**config.mk**
```make
export PLATFORM = sky130hd
export DESIGN_NAME = vga_scan_driver
export DESIGN_NICKNAME = d
export VERILOG_FILES = /design/src/rtl/vga_scan_pkg.sv /design/src/rtl/vga_scan_counter.sv /design/src/rtl/vga_scan_driver.sv
export SDC_FILE = /design/constraint.sdc
export NUM_CORES = 1
export LEC_CHECK = 0
export CAP_MARGIN = 10
export CORE_MARGIN = 1
export CORE_UTILIZATION = 30
export DETAILED_ROUTE_END_ITERATION = 10
export PLACE_DENSITY_LB_ADDON = 0.15
export RECOVER_POWER = 100
export SYNTH_ARGS = -nofsm -noshare
export SYNTH_HDL_FRONTEND = slang
export SYNTH_SLANG_ARGS = --single-unit
```
**constraint.sdc**
```tcl
create_clock -name Clk -period 1.9 [get_ports Clk]
set_input_delay 0.38 -clock Clk [delete_from_list [all_inputs] [get_ports Clk]]
set_output_delay 0.38 -clock Clk [all_outputs]
set_load 0.005 [all_outputs]
```
**src/rtl/vga_scan_pkg.sv**
```systemverilog
`default_nettype none
// ============================================================================
// Module      : vga_scan_pkg
// Description : 640x480@60 timing constants, pixel/coordinate types and the
//               colour-bar lookup shared by the VGA scan driver.
// Revision    : 1.0 - initial release
// ============================================================================
package vga_scan_pkg;

  localparam int c_h_visible = 640;
  localparam int c_h_front   = 16;
  localparam int c_h_sync    = 96;
  localparam int c_h_back    = 48;
  localparam int c_v_visible = 480;
  localparam int c_v_front   = 10;
  localparam int c_v_sync    = 2;
  localparam int c_v_back    = 33;

  localparam int c_h_total    = c_h_visible + c_h_front + c_h_sync + c_h_back;
  localparam int c_v_total    = c_v_visible + c_v_front + c_v_sync + c_v_back;
  localparam int c_hs_start   = c_h_visible + c_h_front;
  localparam int c_hs_end     = c_hs_start + c_h_sync;
  localparam int c_vs_start   = c_v_visible + c_v_front;
  localparam int c_vs_end     = c_vs_start + c_v_sync;

  typedef logic [9:0] coord_t;

  typedef struct packed {
    logic [7:0] r;
    logic [7:0] g;
    logic [7:0] b;
  } rgb_t;

  // Classic SMPTE-style bar order, left to right.
  function automatic rgb_t bar_rgb(input logic [2:0] idx);
    rgb_t c;
    case (idx)
      3'd0:    c = '{r: 8'hFF, g: 8'hFF, b: 8'hFF};
      3'd1:    c = '{r: 8'hFF, g: 8'hFF, b: 8'h00};
      3'd2:    c = '{r: 8'h00, g: 8'hFF, b: 8'hFF};
      3'd3:    c = '{r: 8'h00, g: 8'hFF, b: 8'h00};
      3'd4:    c = '{r: 8'hFF, g: 8'h00, b: 8'hFF};
      3'd5:    c = '{r: 8'hFF, g: 8'h00, b: 8'h00};
      3'd6:    c = '{r: 8'h00, g: 8'h00, b: 8'hFF};
      default: c = '{r: 8'h00, g: 8'h00, b: 8'h00};
    endcase
    return c;
  endfunction

endpackage
`default_nettype wire

```
**src/rtl/vga_scan_counter.sv**
```systemverilog
`default_nettype none
// ============================================================================
// Module      : vga_scan_counter
// Description : Pixel clock divider and horizontal/vertical scan counters.
// Revision    : 1.0 - initial release
// ============================================================================
module vga_scan_counter
  import vga_scan_pkg::*;
#(
  parameter int H_TOTAL = c_h_total,
  parameter int V_TOTAL = c_v_total,
  parameter int CLK_DIV = 2
) (
  input  logic   Clk,
  input  logic   Reset,
  output logic   pixel_ce,
  output logic   frame_wrap,
  output coord_t hc,
  output coord_t vc,
  output logic   vga_clk
);

  localparam int c_div_w = $clog2(CLK_DIV);
  localparam logic [c_div_w-1:0] c_div_last = c_div_w'(CLK_DIV - 1);
  localparam logic [c_div_w-1:0] c_div_half = c_div_w'(CLK_DIV / 2);
  localparam coord_t c_h_last = coord_t'(H_TOTAL - 1);
  localparam coord_t c_v_last = coord_t'(V_TOTAL - 1);

  logic [c_div_w-1:0] r_div_cnt;
  logic [c_div_w-1:0] w_div_next;
  logic               r_vga_clk;
  coord_t             r_hc;
  coord_t             r_vc;
  logic               w_pixel_ce;
  logic               w_line_wrap;
  logic               w_frame_wrap;

  assign w_pixel_ce   = (r_div_cnt == c_div_last);
  assign w_div_next   = w_pixel_ce ? '0 : r_div_cnt + 1'b1;
  assign w_line_wrap  = w_pixel_ce && (r_hc == c_h_last);
  assign w_frame_wrap = w_line_wrap && (r_vc == c_v_last);

  // VGA_CLK is computed from the next divider value so the registered pin
  // tracks div_cnt >= CLK_DIV/2 with no extra cycle of lag.
  always_ff @(posedge Clk) begin
    if (Reset) begin
      r_div_cnt <= '0;
      r_vga_clk <= 1'b0;
      r_hc      <= '0;
      r_vc      <= '0;
    end else begin
      r_div_cnt <= w_div_next;
      r_vga_clk <= (w_div_next >= c_div_half);
      if (w_pixel_ce) begin
        if (w_line_wrap) begin
          r_hc <= '0;
          r_vc <= w_frame_wrap ? '0 : r_vc + 1'b1;
        end else begin
          r_hc <= r_hc + 1'b1;
        end
      end
    end
  end

  assign pixel_ce   = w_pixel_ce;
  assign frame_wrap = w_frame_wrap;
  assign hc         = r_hc;
  assign vc         = r_vc;
  assign vga_clk    = r_vga_clk;

endmodule
`default_nettype wire

```
**src/rtl/vga_scan_driver.sv**
```systemverilog
`default_nettype none
// ============================================================================
// Module      : vga_scan_driver
// Description : VGA pixel-timing master: scan counters, sync/blank decode and
//               pixel-aligned DAC output registers. Define
//               VGA_SCAN_TEST_PATTERN_EN to replace renderer colour with bars.
// Revision    : 1.0 - initial release
// ============================================================================
module vga_scan_driver
  import vga_scan_pkg::*;
#(
  parameter int H_VISIBLE = c_h_visible,
  parameter int H_FRONT   = c_h_front,
  parameter int H_SYNC    = c_h_sync,
  parameter int H_BACK    = c_h_back,
  parameter int V_VISIBLE = c_v_visible,
  parameter int V_FRONT   = c_v_front,
  parameter int V_SYNC    = c_v_sync,
  parameter int V_BACK    = c_v_back,
  parameter int CLK_DIV   = 2
) (
  input  logic       Clk,
  input  logic       Reset,
  input  logic [7:0] Red,
  input  logic [7:0] Green,
  input  logic [7:0] Blue,
  output logic [9:0] DrawX,
  output logic [9:0] DrawY,
  output logic [7:0] VGA_R,
  output logic [7:0] VGA_G,
  output logic [7:0] VGA_B,
  output logic       VGA_HS,
  output logic       VGA_VS,
  output logic       VGA_BLANK_N,
  output logic       VGA_SYNC_N,
  output logic       VGA_CLK,
  output logic       pixel_ce,
  output logic       frame_start
);

  localparam int     c_h_tot   = H_VISIBLE + H_FRONT + H_SYNC + H_BACK;
  localparam int     c_v_tot   = V_VISIBLE + V_FRONT + V_SYNC + V_BACK;
  localparam coord_t c_h_vis   = coord_t'(H_VISIBLE);
  localparam coord_t c_v_vis   = coord_t'(V_VISIBLE);
  localparam coord_t c_hs_beg  = coord_t'(H_VISIBLE + H_FRONT);
  localparam coord_t c_hs_stop = coord_t'(H_VISIBLE + H_FRONT + H_SYNC);
  localparam coord_t c_vs_beg  = coord_t'(V_VISIBLE + V_FRONT);
  localparam coord_t c_vs_stop = coord_t'(V_VISIBLE + V_FRONT + V_SYNC);

  logic   w_pixel_ce;
  logic   w_frame_wrap;
  logic   w_vga_clk;
  coord_t w_hc;
  coord_t w_vc;
  logic   w_visible;
  logic   w_hs_raw;
  logic   w_vs_raw;
  rgb_t   w_src;

  rgb_t   r_rgb;
  logic   r_hs;
  logic   r_vs;
  logic   r_blank_n;
  logic   r_frame_start;

  vga_scan_counter #(
    .H_TOTAL (c_h_tot),
    .V_TOTAL (c_v_tot),
    .CLK_DIV (CLK_DIV)
  ) u_counter (
    .Clk        (Clk),
    .Reset      (Reset),
    .pixel_ce   (w_pixel_ce),
    .frame_wrap (w_frame_wrap),
    .hc         (w_hc),
    .vc         (w_vc),
    .vga_clk    (w_vga_clk)
  );

  assign w_visible = (w_hc < c_h_vis) && (w_vc < c_v_vis);
  assign w_hs_raw  = !((w_hc >= c_hs_beg) && (w_hc < c_hs_stop));
  assign w_vs_raw  = !((w_vc >= c_vs_beg) && (w_vc < c_vs_stop));

`ifdef VGA_SCAN_TEST_PATTERN_EN
  logic [2:0] w_bar;

  always_comb begin
    w_bar = 3'd0;
    for (int i = 1; i < 8; i++) begin
      if (w_hc >= coord_t'(i * (H_VISIBLE / 8))) w_bar = 3'(i);
    end
  end

  assign w_src = bar_rgb(w_bar);
`else
  assign w_src = {Red, Green, Blue};
`endif

  // Colour, sync and blank share one register stage so they stay aligned.
  always_ff @(posedge Clk) begin
    if (Reset) begin
      r_rgb         <= '0;
      r_hs          <= 1'b1;
      r_vs          <= 1'b1;
      r_blank_n     <= 1'b0;
      r_frame_start <= 1'b0;
    end else begin
      r_frame_start <= w_frame_wrap;
      if (w_pixel_ce) begin
        r_rgb     <= w_visible ? w_src : '0;
        r_hs      <= w_hs_raw;
        r_vs      <= w_vs_raw;
        r_blank_n <= w_visible;
      end
    end
  end

  assign DrawX       = w_hc;
  assign DrawY       = w_vc;
  assign VGA_R       = r_rgb.r;
  assign VGA_G       = r_rgb.g;
  assign VGA_B       = r_rgb.b;
  assign VGA_HS      = r_hs;
  assign VGA_VS      = r_vs;
  assign VGA_BLANK_N = r_blank_n;
  assign VGA_SYNC_N  = 1'b0;
  assign VGA_CLK     = w_vga_clk;
  assign pixel_ce    = w_pixel_ce;
  assign frame_start = r_frame_start;

endmodule
`default_nettype wire

```
==> results of run 1 <==
where the power goes:
part           switching [mW]  internal (mW)  total [mW]
combinational          0.0760          0.135       0.211
clock                   0.372          0.303       0.675
sequential             0.0190           1.06        1.08
final timing paths:
path / from / end / slack (ns) / cells past startpoint
worst max-delay path: u_counter.hc[5]$_SDFFE_PP0P_ / DrawX[5] / 0.10 / 2
worst min-delay path: VGA_BLANK_N$_SDFFE_PP0P_ / VGA_BLANK_N$_SDFFE_PP0P_ / 0.47 / 1
worst max register to register: u_counter.hc[5]$_SDFFE_PP0P_ / u_counter.vc[8]$_SDFFE_PP0P_ / 0.15 / 7
worst min register to register: VGA_BLANK_N$_SDFFE_PP0P_ / VGA_BLANK_N$_SDFFE_PP0P_ / 0.47 / 1
registers in the layout (all words and copies together), names as in the netlist:
name	count
VGA_G	8
u_counter.hc	10
VGA_HS	1
frame_start	1
VGA_R	8
VGA_VS	1
VGA_BLANK_N	1
u_counter.vc	10
u_counter.vga_clk	1
VGA_B	8
through the flow:
step | cells | total power, mW | worst slack (ns) | util | setup TNS, ns
after global placement | 353 | 1.33 | -0.0574 | 0.456 | -1.27
after CTS | 361 | 2.02 | 0.0255 | 0.472 | 0
after detailed placement | 353 | 1.33 | -0.112 | 0.456 | -2.27
after floorplan | 198 | 1.18 | 0.156 | - | 0
after global routing | 362 | 2.06 | 0.0235 | 0.471 | 0
final | 362 | 1.97 | 0.104 | 0.471 | 0
logic make-up (layout without fill, tap and decap cells):
| family | count (synthesis) | after routing |
|---|---|---|
| and+or+nand+nor | 66 | 66 |
| AOI/OAI and AO/OA | 51 | 51 |
| DFF | 49 | 49 |
| buffers and inverters | 19 | 106 |
| xor gates and xnor gates | 8 | 8 |
| adders and majority gates | 4 | 4 |
| other | 1 | 1 |
cell usage after synthesis, types with 2 or more instances:
cell type                  number  area, µm²
sky130_fd_sc_hd__xor2_1         4       35.0
sky130_fd_sc_hd__nor3_1        11       55.1
sky130_fd_sc_hd__buf_2          3       15.0
sky130_fd_sc_hd__nor2_1         8       30.0
sky130_fd_sc_hd__ha_1           4       50.1
sky130_fd_sc_hd__clkbuf_1       8       30.0
sky130_fd_sc_hd__dfxtp_1       49        981
sky130_fd_sc_hd__inv_1          5       18.8
sky130_fd_sc_hd__nand3_1        8       40.0
sky130_fd_sc_hd__and3_1         2       12.5
sky130_fd_sc_hd__a21oi_1       12       60.1
sky130_fd_sc_hd__nand2_1        9       33.8
sky130_fd_sc_hd__nand2b_1       3       18.8
sky130_fd_sc_hd__nand4_1        6       37.5
sky130_fd_sc_hd__xnor2_1        4       35.0
sky130_fd_sc_hd__a22o_1        24        210
sky130_fd_sc_hd__o21ai_0        8       40.0
sky130_fd_sc_hd__buf_4          2       15.0
sky130_fd_sc_hd__or3_1          7       43.8
sky130_fd_sc_hd__and4_1         4       35.0
layout make-up:
type	instances	area, µm²	area share
Sequential cell	49	981	0.330
Multi-Input combinational cell	130	895	0.301
Timing Repair Buffer	93	882	0.297
Tap cell	77	96.3	0.0324
Clock buffer	6	82.6	0.0278
Inverter	5	18.8	0.00631
Clock inverter	2	17.5	0.00589
routing by layer:
layer / vias up / wire (µm) / global-route usage
met3: 4 / 343 / 0.0495
met4: 0 / 40 / 0.0466
met2: 58 / 2010 / 0.216
met5: - / 0 / 0
li1: 899 / - / -
met1: 828 / 2370 / 0.204
worst max-delay path, stage by stage (launching register included):
cell                              delay, ns
sky130_fd_sc_hd__dfxtp_1               0.44
sky130_fd_sc_hd__buf_4                 0.18
sky130_fd_sc_hd__clkdlybuf4s50_1       0.49
==> metrics, run 1 <==
dominant combinational cell family by area after synthesis=simple AND/OR/NAND/NOR gates; WL/cell=13.2 µm; via count of the first global-routing pass=1616; vertical die dimension=82.7 µm; share of final-layout standard cells stronger than drive strength 1=0.102; cell area after technology mapping=1950 µm²; Least-Margin Pin Slew=1.05 ns; register area share after synthesis=0.502; overflow left after global routing=0; setup repair after global routing missed its margin=false; sink count of the clock tree=49; multiplexer area fraction after synthesis=0; data required time at the worst endpoint=1.52 ns; via count=1789; H-tree depth=2; commonest non-fill, non-tap cell in the layout=sky130_fd_sc_hd__dfxtp_1; Clock Path Buffers=2; leakage power=1.21 nW; number of unique standard cell types used by synthesis=37; row cnt=29; maximum number of pins on one net before global-route repair=27; Yosys Warn Count=0; wire length of the first global-routing pass=7720 µm; die area=6840 µm²; number of antenna repair diodes=0; Clock Latency Late Sink=0.31 ns; Routed Antenna Nets=0; most frequently used flop master after synthesis=sky130_fd_sc_hd__dfxtp_1; peak supply drop=0.000386 V; post-CTS clock slew at the launch and capture registers of the worst setup and hold paths=0.10 ns; mean area per synthesized cell=9.87 µm²; aggregate routed wire length=4770 µm; Max Transition Viols Final=0; critical path endpoint category=output port; routability congestion estimate from global placement=0.762; Detailed Route Iter0 Violations=50; number of hold-slack violations in the final timing report=0; total power divided by cell area=662 nW/µm²; commonest cells after routing, fill and taps aside=49 x sky130_fd_sc_hd__dfxtp_1, 46 x sky130_fd_sc_hd__dlygate4sd3_1, 29 x sky130_fd_sc_hd__clkdlybuf4s50_1; arrival time at the worst endpoint=1.42 ns; final worst-path cycle share=0.945; Min Hold Slack=0.467 ns; xor-xnor portion of the synthesized cell area=0.0359; instance count of the mapped netlist=198; number of antenna violations at the first check in global routing=0; post-cts sizing count=0; CP Max Fanout=6; number of violations of the max-capacitance limit=0; Fmax=557 MHz; routed vias/inst=4.94; max-slew headroom at the worst pin=0.297; CTS Root Cell=sky130_fd_sc_hd__clkbuf_8; area share of fa/ha/maj cells after synthesis=0.0256; final instance area=2970 µm²; async set or reset register ratio after synthesis=0; dpl hpwl=3300 µm; IO buf count=75; Compound-Gate Fraction of Synth Area=0.189; Worst Skew=0.00764 ns; detailed-router iteration count before antenna repair=4; IO Count=77; post-synthesis simple-gate area fraction=0.200; standard cell core area=6310 µm²; HP Class=register to register; initial core utilization=0.310; area delta synth->final=52.1%; startpoint type of the worst setup path=register; total nets after synthesis=228; setup violation total in the final timing report=0; Net count, final=314; all-layer global routing usage=0.148; CTS buffer count=5; classification of the worst setup path=register to output port; TritonCTS clock tree=yes; placed cell areas=2880 µm²; number of remaining DRC errors=0; number of register bits inferred by synthesis=49; number of inserted filler cells in the final layout=638; status=finished clean; Hold Buf Count CTS=0; final worst path period need=1.80 ns; postcts setup bufs=0; die width=82.7 µm; number of enable flip-flop cells after synthesis=0
Note: power is estimated with default switching activity, not from simulation.
==> run 2: changes to the inputs <==
CORE_UTILIZATION = 43   (was 30)
SKIP_LAST_GASP = 1   (was unset)
==> run 2 against run 1 <==
Net effect:
- sequential cell count is the same
- sequential power about the same
- first-iteration DRC count rose by 56%
- critical path depth stayed put
- clock skew grew 0.0028 ns
- clock-buffer cell count grew 1
- hold slack got worse by 0.014 ns
- sequential share of layout area increased by 0.74 points
- maximum frequency fell by 1.4%
- critical path type unchanged
- critical endpoint is now pixel_ce
==> metrics, run 2 (synthesis results as in run 1) <==
share of final-layout standard cells stronger than drive strength 1=0.0777; Fmax=549 MHz; setup repair after global routing missed its margin=false; post-CTS clock slew at the launch and capture registers of the worst setup and hold paths=0.08 ns; row cnt=24; routability congestion estimate from global placement=0.812; worst reg2reg path depth=6; startpoint type of the worst setup path=register; worst slack, placed=0.133 ns; worst min-delay path endpoint=VGA_BLANK_N$_SDFFE_PP0P_; all-layer global routing usage=0.187; vertical die dimension=69.4 µm; wire length of the first global-routing pass=7330 µm; overflow left after global routing=0; number of antenna repair diodes=0; aggregate routed wire length=4390 µm; peak supply drop=0.000465 V; H-tree depth=2; number of remaining DRC errors=0; area used by multi-input combinational logic=892 µm²; number of inserted filler cells in the final layout=355; number of antenna violations at the first check in global routing=0; die area=4820 µm²; total power divided by cell area=651 nW/µm²; WL/cell=13.1 µm; CTS Root Cell=sky130_fd_sc_hd__clkbuf_8; Reg2Reg Launch Point=u_counter.hc[1]$_SDFFE_PP0P_; postcts setup bufs=0; detailed-router iteration count before antenna repair=4; leakage power=1.17 nW; number of hold-slack violations in the final timing report=0; max-slew headroom at the worst pin=0.532; Detailed Route Iter0 Violations=78; via count=1786; arrival time at the worst endpoint=1.44 ns; Clock Latency Late Sink=0.31 ns; number of violations of the max-capacitance limit=0; commonest non-fill, non-tap cell in the layout=sky130_fd_sc_hd__dfxtp_1; Max Transition Viols Final=0; Min Hold Slack=0.454 ns; placed cell areas=2850 µm²; Clock Path Buffers=2; TritonCTS clock tree=yes; area taken by flip-flops and latches=981 µm²; worst reg-to-reg setup slack=0.17 ns; critical path endpoint category=output port; data required time at the worst endpoint=1.52 ns; initial core utilization=0.449; power consumption=1.89 mW; sink count of the clock tree=49; Worst Skew=0.0104 ns; commonest cells after routing, fill and taps aside=49 x sky130_fd_sc_hd__dfxtp_1, 41 x sky130_fd_sc_hd__dlygate4sd3_1, 34 x sky130_fd_sc_hd__clkdlybuf4s50_1; CTS buffer count=5; Critical R2R Capture=u_counter.vc[8]$_SDFFE_PP0P_; IO buf count=75; Hold Buf Count CTS=0; via count of the first global-routing pass=1676; HP Class=register to register; minimum setup slack in the final design=0.0780 ns; setup violation total in the final timing report=0; die width=69.4 µm; HP Start=VGA_BLANK_N$_SDFFE_PP0P_; Least-Margin Pin Slew=0.702 ns; standard cell core area=4350 µm²; IO Count=77; maximum number of pins on one net before global-route repair=27; final worst-path cycle share=0.959; dpl hpwl=3010 µm; Routed Antenna Nets=0; routed vias/inst=5.33; final worst path period need=1.82 ns; CP Max Fanout=13; Net count, final=312; classification of the worst setup path=register to output port; number of cells on the worst hold path=1; post-cts sizing count=0; final instance area=2910 µm²; status=finished clean; area delta synth->final=48.8%; final-layout setup total negative slack=0 ns
run 2: cell count changes in the layout (fill, tap and decap cells not counted), sizes merged:
cell / previous run / this run
clkbuf: 12 / 16
clkdlybuf4s50: 29 / 34
buf: 12 / 7
clkinvlp: 0 / 1
dlygate4sd3: 46 / 41
clkinv: 1 / 0
inv: 6 / 5
run 2: worst max-delay path by stage:
stage                                            start                            to  slack (ns)  cells past startpoint
final                     u_counter.vga_clk$_SDFF_PP0_                      pixel_ce        0.08                      2
after global routing      u_counter.vga_clk$_SDFF_PP0_                      pixel_ce        0.01                      2
after CTS                 u_counter.hc[9]$_SDFFE_PP0P_                      DrawX[9]        0.13                      2
after detailed placement                         Reset         VGA_G[0]$_SDFFE_PP0P_        0.13                      5
after global placement                           Reset         VGA_B[6]$_SDFFE_PP0P_        0.13                      5
after floorplan           u_counter.hc[0]$_SDFFE_PP0P_  u_counter.vc[5]$_SDFFE_PP0P_        0.16                      7
run 2: metal layers:
layer / part of all wire / wire [µm] / global-route usage / vias up
met5: 0 / 0 / 0 / -
met4: 0.014 / 63 / 0.0680 / 0
met3: 0.067 / 296 / 0.0552 / 7
met2: 0.44 / 1930 / 0.304 / 62
met1: 0.48 / 2090 / 0.233 / 834
li1: - / - / - / 883
run 2: worst max-delay path, stage by stage (launching register included):
cell and delay, ns:
sky130_fd_sc_hd__dfxtp_1 0.35, sky130_fd_sc_hd__buf_2 0.24, sky130_fd_sc_hd__clkdlybuf4s50_1 0.55
run 2: per-stage QoR:
step / std cells / util
final: 335 / 0.668
after global routing: 335 / 0.668
after CTS: 335 / 0.674
after detailed placement: 327 / 0.655
after global placement: 327 / 0.655
after floorplan: 198 / -
run 2: final cells by class:
cell class | count | share of cell area
clock buffers | 7 | 0.0262
inverters | 5 | 0.00645
multi-input cells | 130 | 0.307
flip-flops and latches | 49 | 0.337
repair buffers | 91 | 0.298
clock inverters | 1 | 0.00258
well taps | 52 | 0.0224
run 2: report_power, final:
| part | internal, mW | switching [mW] | total (mW) |
|---|---|---|---|
| combinational | 0.135 | 0.0736 | 0.209 |
| sequential | 1.06 | 0.0186 | 1.08 |
| clock | 0.261 | 0.342 | 0.603 |
==> RTL edit 1 (settings of run 2) <==
Make the reset (`Reset`) asynchronous in 2 clocked blocks.
--- a/src/rtl/vga_scan_counter.sv
+++ b/src/rtl/vga_scan_counter.sv
@@ -42,7 +42,7 @@
 
   // VGA_CLK is computed from the next divider value so the registered pin
   // tracks div_cnt >= CLK_DIV/2 with no extra cycle of lag.
-  always_ff @(posedge Clk) begin
+  always_ff @(posedge Clk or posedge Reset) begin
     if (Reset) begin
       r_div_cnt <= '0;
       r_vga_clk <= 1'b0;
--- a/src/rtl/vga_scan_driver.sv
+++ b/src/rtl/vga_scan_driver.sv
@@ -97,7 +97,7 @@
 `endif
 
   // Colour, sync and blank share one register stage so they stay aligned.
-  always_ff @(posedge Clk) begin
+  always_ff @(posedge Clk or posedge Reset) begin
     if (Reset) begin
       r_rgb         <= '0;
       r_hs          <= 1'b1;
Behaviour: differs if Reset is asserted again (counterexample within 4 cycles, from zero or initial values and one cycle with Reset high); with Reset held inactive, the same outputs for 10 cycles.
==> RTL edit 1 against run 2 <==
- wire length increased by 5.2%
- area after synthesis increased by 8.6%
- design area increased by 3.8%
- utilization decreased by 2.9 points
- sequential power about the same
- total power decreased by 1.9%
- sequential cell count unchanged
- worst setup slack improved by 0.026 ns
- critical path type unchanged
- critical endpoint is now VGA_CLK
- highest routed layer unchanged
==> RTL edit 1: results (changes against run 2) <==
Clock Path Buffers 2 (unchanged); Most used DFF post-synth dfrtp_1 (was dfxtp_1); clk tree area frac 3.108% (was 2.883%); Power Internal 1431 µW (was 1459 µW); CP arrival 1.42 ns (was 1.44 ns); Non-clock inverters 6 (was 5); number of buffers and inverters on the critical path 1 (was 2); number of port buffers 75 (unchanged); status finished, final reports clean (unchanged); Critical Path Fanout Max 12 (was 13); ranking of synthesized cells by area dfrtp_1 (55%), a22o_1 (9.9%), xnor2_1 (3.7%) (was dfxtp_1 (50%), a22o_1 (11%), a21oi_1 (3.1%)); Post-synth top cells dfrtp_1 (47), a22o_1 (24), nor2_1 (12), nand3_1 (10), xnor2_1 (9) (was dfxtp_1 (49), a22o_1 (24), a21oi_1 (12), nor3_1 (11), nand2_1 (9)); relative slew slack 58.11% (was 53.17%); vias in the first global route 1523 (was 1676); gpl congestion 0.8301 (was 0.8119); WL final 4613 µm (was 4386 µm); DR vias 1639 (was 1786); post-CTS setup buffers 0 (unchanged); Non-Clock Buffer Count 83 (was 91); clk root buf clkbuf_8 (unchanged); Synth cell types 39 (was 37); CP max stage delay 0.61 ns (was 0.55 ns); Post-layout nets 283 (was 312); DR iter-0 viols 90 (was 78); post-synthesis sequential area ratio 57.87% (was 50.19%); Critical-path top delay cell dlygate4sd3_1 (was clkdlybuf4s50_1); clock buffers 5 (was 7); pre-CTS setup slack 0.2770 ns (was 0.1335 ns); leakage power figure 0.001369 µW (was 0.001167 µW); Synth Area in Compound Gates 13.02% (was 18.89%); XOR/XNOR Fraction of Synth Area 5.362% (was 3.585%); multi-input combinational area share 26.23% (was 30.68%); switching pwr 426.7 µW (was 434.2 µW); peak supply drop 0.3772 mV (was 0.4648 mV); adder-cell share of the synthesized area 2.357% (was 2.561%); clk_lat worst skew 0.30 ns; PostCTS Resize Cnt 0 (unchanged); Clock Pin Slew Worst Setup and Hold Paths 0.10 ns (was 0.08 ns); fraction of cell area in non-clock buffers 26.40% (was 29.82%); multiplexer area fraction after synthesis 1.002% (was 0%); Ys Warns 0 (unchanged); fillers 400 (was 355); count of multi-input gates 108 (was 130); reg2reg path depth 4 (was 6); setup clock skew after layout 0.01158 ns (was 0.01041 ns); DP Wirelength 3336 µm (was 3013 µm); Clock power frac 34.2% (was 31.9%); syn nets 201 (was 228); share of cells above drive strength 1 9.843% (was 7.774%); first-pass GRT wire length 7596 µm (was 7327 µm); async set-reset flop share out of synthesis 100.0% (was 0%); Seq area share 40.74% (was 33.73%); hold path depth 1 (unchanged); Tot GR Track Use 19.51% (was 18.66%)
RTL edit 1: path summary, 6_finish.rpt:
| path | to | startpoint | slack (ns) |
|---|---|---|---|
| max in group asynchronous | u_counter.pixel_ce | Reset | 0.35 |
| setup / recovery | VGA_CLK | u_counter.pixel_ce | 0.10 |
| setup reg to reg | VGA_G[5] | u_counter.vc[7] | 0.16 |
| hold reg to reg | VGA_BLANK_N | VGA_BLANK_N | 0.49 |
| min in group asynchronous | u_counter.hc[5] | Reset | 0.57 |
| hold / removal | VGA_BLANK_N | VGA_BLANK_N | 0.49 |
RTL edit 1: per-stage QoR:
step | cells | instance area [µm²] | utilization, %
global placement | 313 | 2985 | 63.21
floorplan | 171 | 2123 | -
finish | 321 | 3019 | 63.92
CTS | 321 | 3079 | 65.19
global route | 321 | 3019 | 63.92
detailed placement | 313 | 2985 | 63.21
RTL edit 1: metal layers:
metal	GRT usage, %	routed length, µm
met5	0	0
met1	27.04	2136
met3	5.833	299
met4	6.536	43
met2	29.39	2134
==> RTL edit 2 (settings of run 2) <==
Made on the original files. `CLK_DIV` is set to 2 in 2 places; all go to 4. Comments in the files are not updated.
--- a/src/rtl/vga_scan_counter.sv
+++ b/src/rtl/vga_scan_counter.sv
@@ -9,7 +9,7 @@
 #(
   parameter int H_TOTAL = c_h_total,
   parameter int V_TOTAL = c_v_total,
-  parameter int CLK_DIV = 2
+  parameter int CLK_DIV = 4
 ) (
   input  logic   Clk,
   input  logic   Reset,
--- a/src/rtl/vga_scan_driver.sv
+++ b/src/rtl/vga_scan_driver.sv
@@ -17,7 +17,7 @@
   parameter int V_FRONT   = c_v_front,
   parameter int V_SYNC    = c_v_sync,
   parameter int V_BACK    = c_v_back,
-  parameter int CLK_DIV   = 2
+  parameter int CLK_DIV   = 4
 ) (
   input  logic       Clk,
   input  logic       Reset,
Check against the original RTL: not equivalent (Yosys sat finds a counterexample within 4 cycles, from zero or initial values and one cycle with Reset high).
==> RTL edit 2 against run 2 <==
- global-route usage rose by 0.36 points
- worst setup slack got worse by 0.028 ns
- wire length rose by 12%
- synthesized cell count rose by 2.0%
- total power rose by 3.7%
- design area rose by 3.5%
- critical endpoint unchanged
- critical path depth rose by 1
- count of clock-buffer cells in the layout fell by 1
- sequential cell count rose by 1
- area after synthesis rose by 2.8%
==> RTL edit 2: results (changes against run 2) <==
Post-synth top cells dfxtp_1 (50), a22o_1 (24), a21oi_1 (12) (was dfxtp_1 (49), a22o_1 (24), a21oi_1 (12), nor3_1 (11), nand2_1 (9)); first-pass GRT wire length 7403 µm (was 7327 µm); vias in the first global route 1586 (was 1676); setup clock skew after layout 0.007125 ns (was 0.01041 ns); Synth Area in Compound Gates 18.26% (was 18.89%); pre-CTS setup slack 0.1131 ns (was 0.1335 ns); Critical Path Fanout Max 7 (was 13); syn nets 233 (was 228); leakage power figure 0.001117 µW (was 0.001167 µW); met3 WL post-DR 235 µm (was 296 µm); status finished, final reports clean (unchanged); Synth cell types 41 (was 37); pin count of the biggest net entering global routing 26 (was 27); Tot GR Track Use 19.02% (was 18.66%); Clock power frac 33.9% (was 31.9%); Syn Inst Count 202 (was 198); switching pwr 451.5 µW (was 434.2 µW); Power Internal 1512 µW (was 1459 µW); post-synthesis sequential area ratio 49.84% (was 50.19%); gpl congestion 0.7883 (was 0.8119); vias per std cell 5.347 (was 5.331); CP max stage delay 0.49 ns (was 0.55 ns); Placed Cells incl. Taps 332 (was 327); XOR/XNOR Fraction of Synth Area 3.489% (was 3.585%); Metal-1 WL 2322 µm (was 2092 µm); CP arrival 1.47 ns (was 1.44 ns); Most used DFF post-synth dfxtp_1 (unchanged); adder-cell share of the synthesized area 3.115% (was 2.561%); Post-layout nets 321 (was 312); logic gate share of total power 10.4% (was 11.0%); async set-reset flop share out of synthesis 0% (unchanged); grt met3 use 4.040% (was 5.523%); WL final 4922 µm (was 4386 µm); fin crit period 1.850 ns (was 1.822 ns); ranking of synthesized cells by area dfxtp_1 (50%), a22o_1 (10%), ha_1 (3.1%) (was dfxtp_1 (50%), a22o_1 (11%), a21oi_1 (3.1%)); met2 wire length 2287 µm (was 1933 µm); DP Wirelength 3409 µm (was 3013 µm)
==> RTL edit 2: cell count changes after synthesis, sizes merged, moves of 2 or more <==
cell / run 2 / this run
inv: 5 / 7
and4: 4 / 2
nor4: 0 / 3
nand3: 8 / 10
o21ai: 8 / 5
or3: 7 / 5
buf: 6 / 3
==> RTL edit 2: cell type report <==
cell class | instances | area, µm² | area share (%)
Clock inverter | 2 | 16.27 | 0.5403
Sequential cell | 50 | 1005 | 33.37
Multi-Input combinational cell | 133 | 925.9 | 30.76
Timing Repair Buffer | 93 | 889.6 | 29.55
Inverter | 7 | 26.28 | 0.8728
Clock buffer | 6 | 82.58 | 2.743
Tap cell | 52 | 65.06 | 2.161
==> RTL edit 2: timing repair <==
| action | CTS | global route |
|---|---|---|
| setup endpoints to repair | 1 | 8 |
| gates resized for setup | 2 | 4 |
| setup buffers | 0 | 3 |
| hold endpoints to repair | 0 | 0 |
| cloned | 0 | 0 |
==> RTL edit 2: path summary, 6_finish.rpt <==
| kind | start | endpoint | slack (ns) | cells past startpoint |
|---|---|---|---|---|
| min reg2reg | u_counter.r_div_cnt[0] | u_counter.r_div_cnt[0] | 0.42 | 1 |
| max reg2reg | u_counter.vga_clk | u_counter.vc[3] | 0.14 | 7 |
| min | u_counter.r_div_cnt[0] | u_counter.r_div_cnt[0] | 0.42 | 1 |
| max | u_counter.vga_clk | pixel_ce | 0.05 | 3 |
==> RTL edit 2: cell families (layout without fill, tap and decap cells) <==
kind of cell	Yosys count	in the layout
fa+ha+maj	5	5
xor+xnor	8	8
simple gates	69	69
flops	50	50
buf+inv	19	108
compound gates	50	50
other cells	1	1
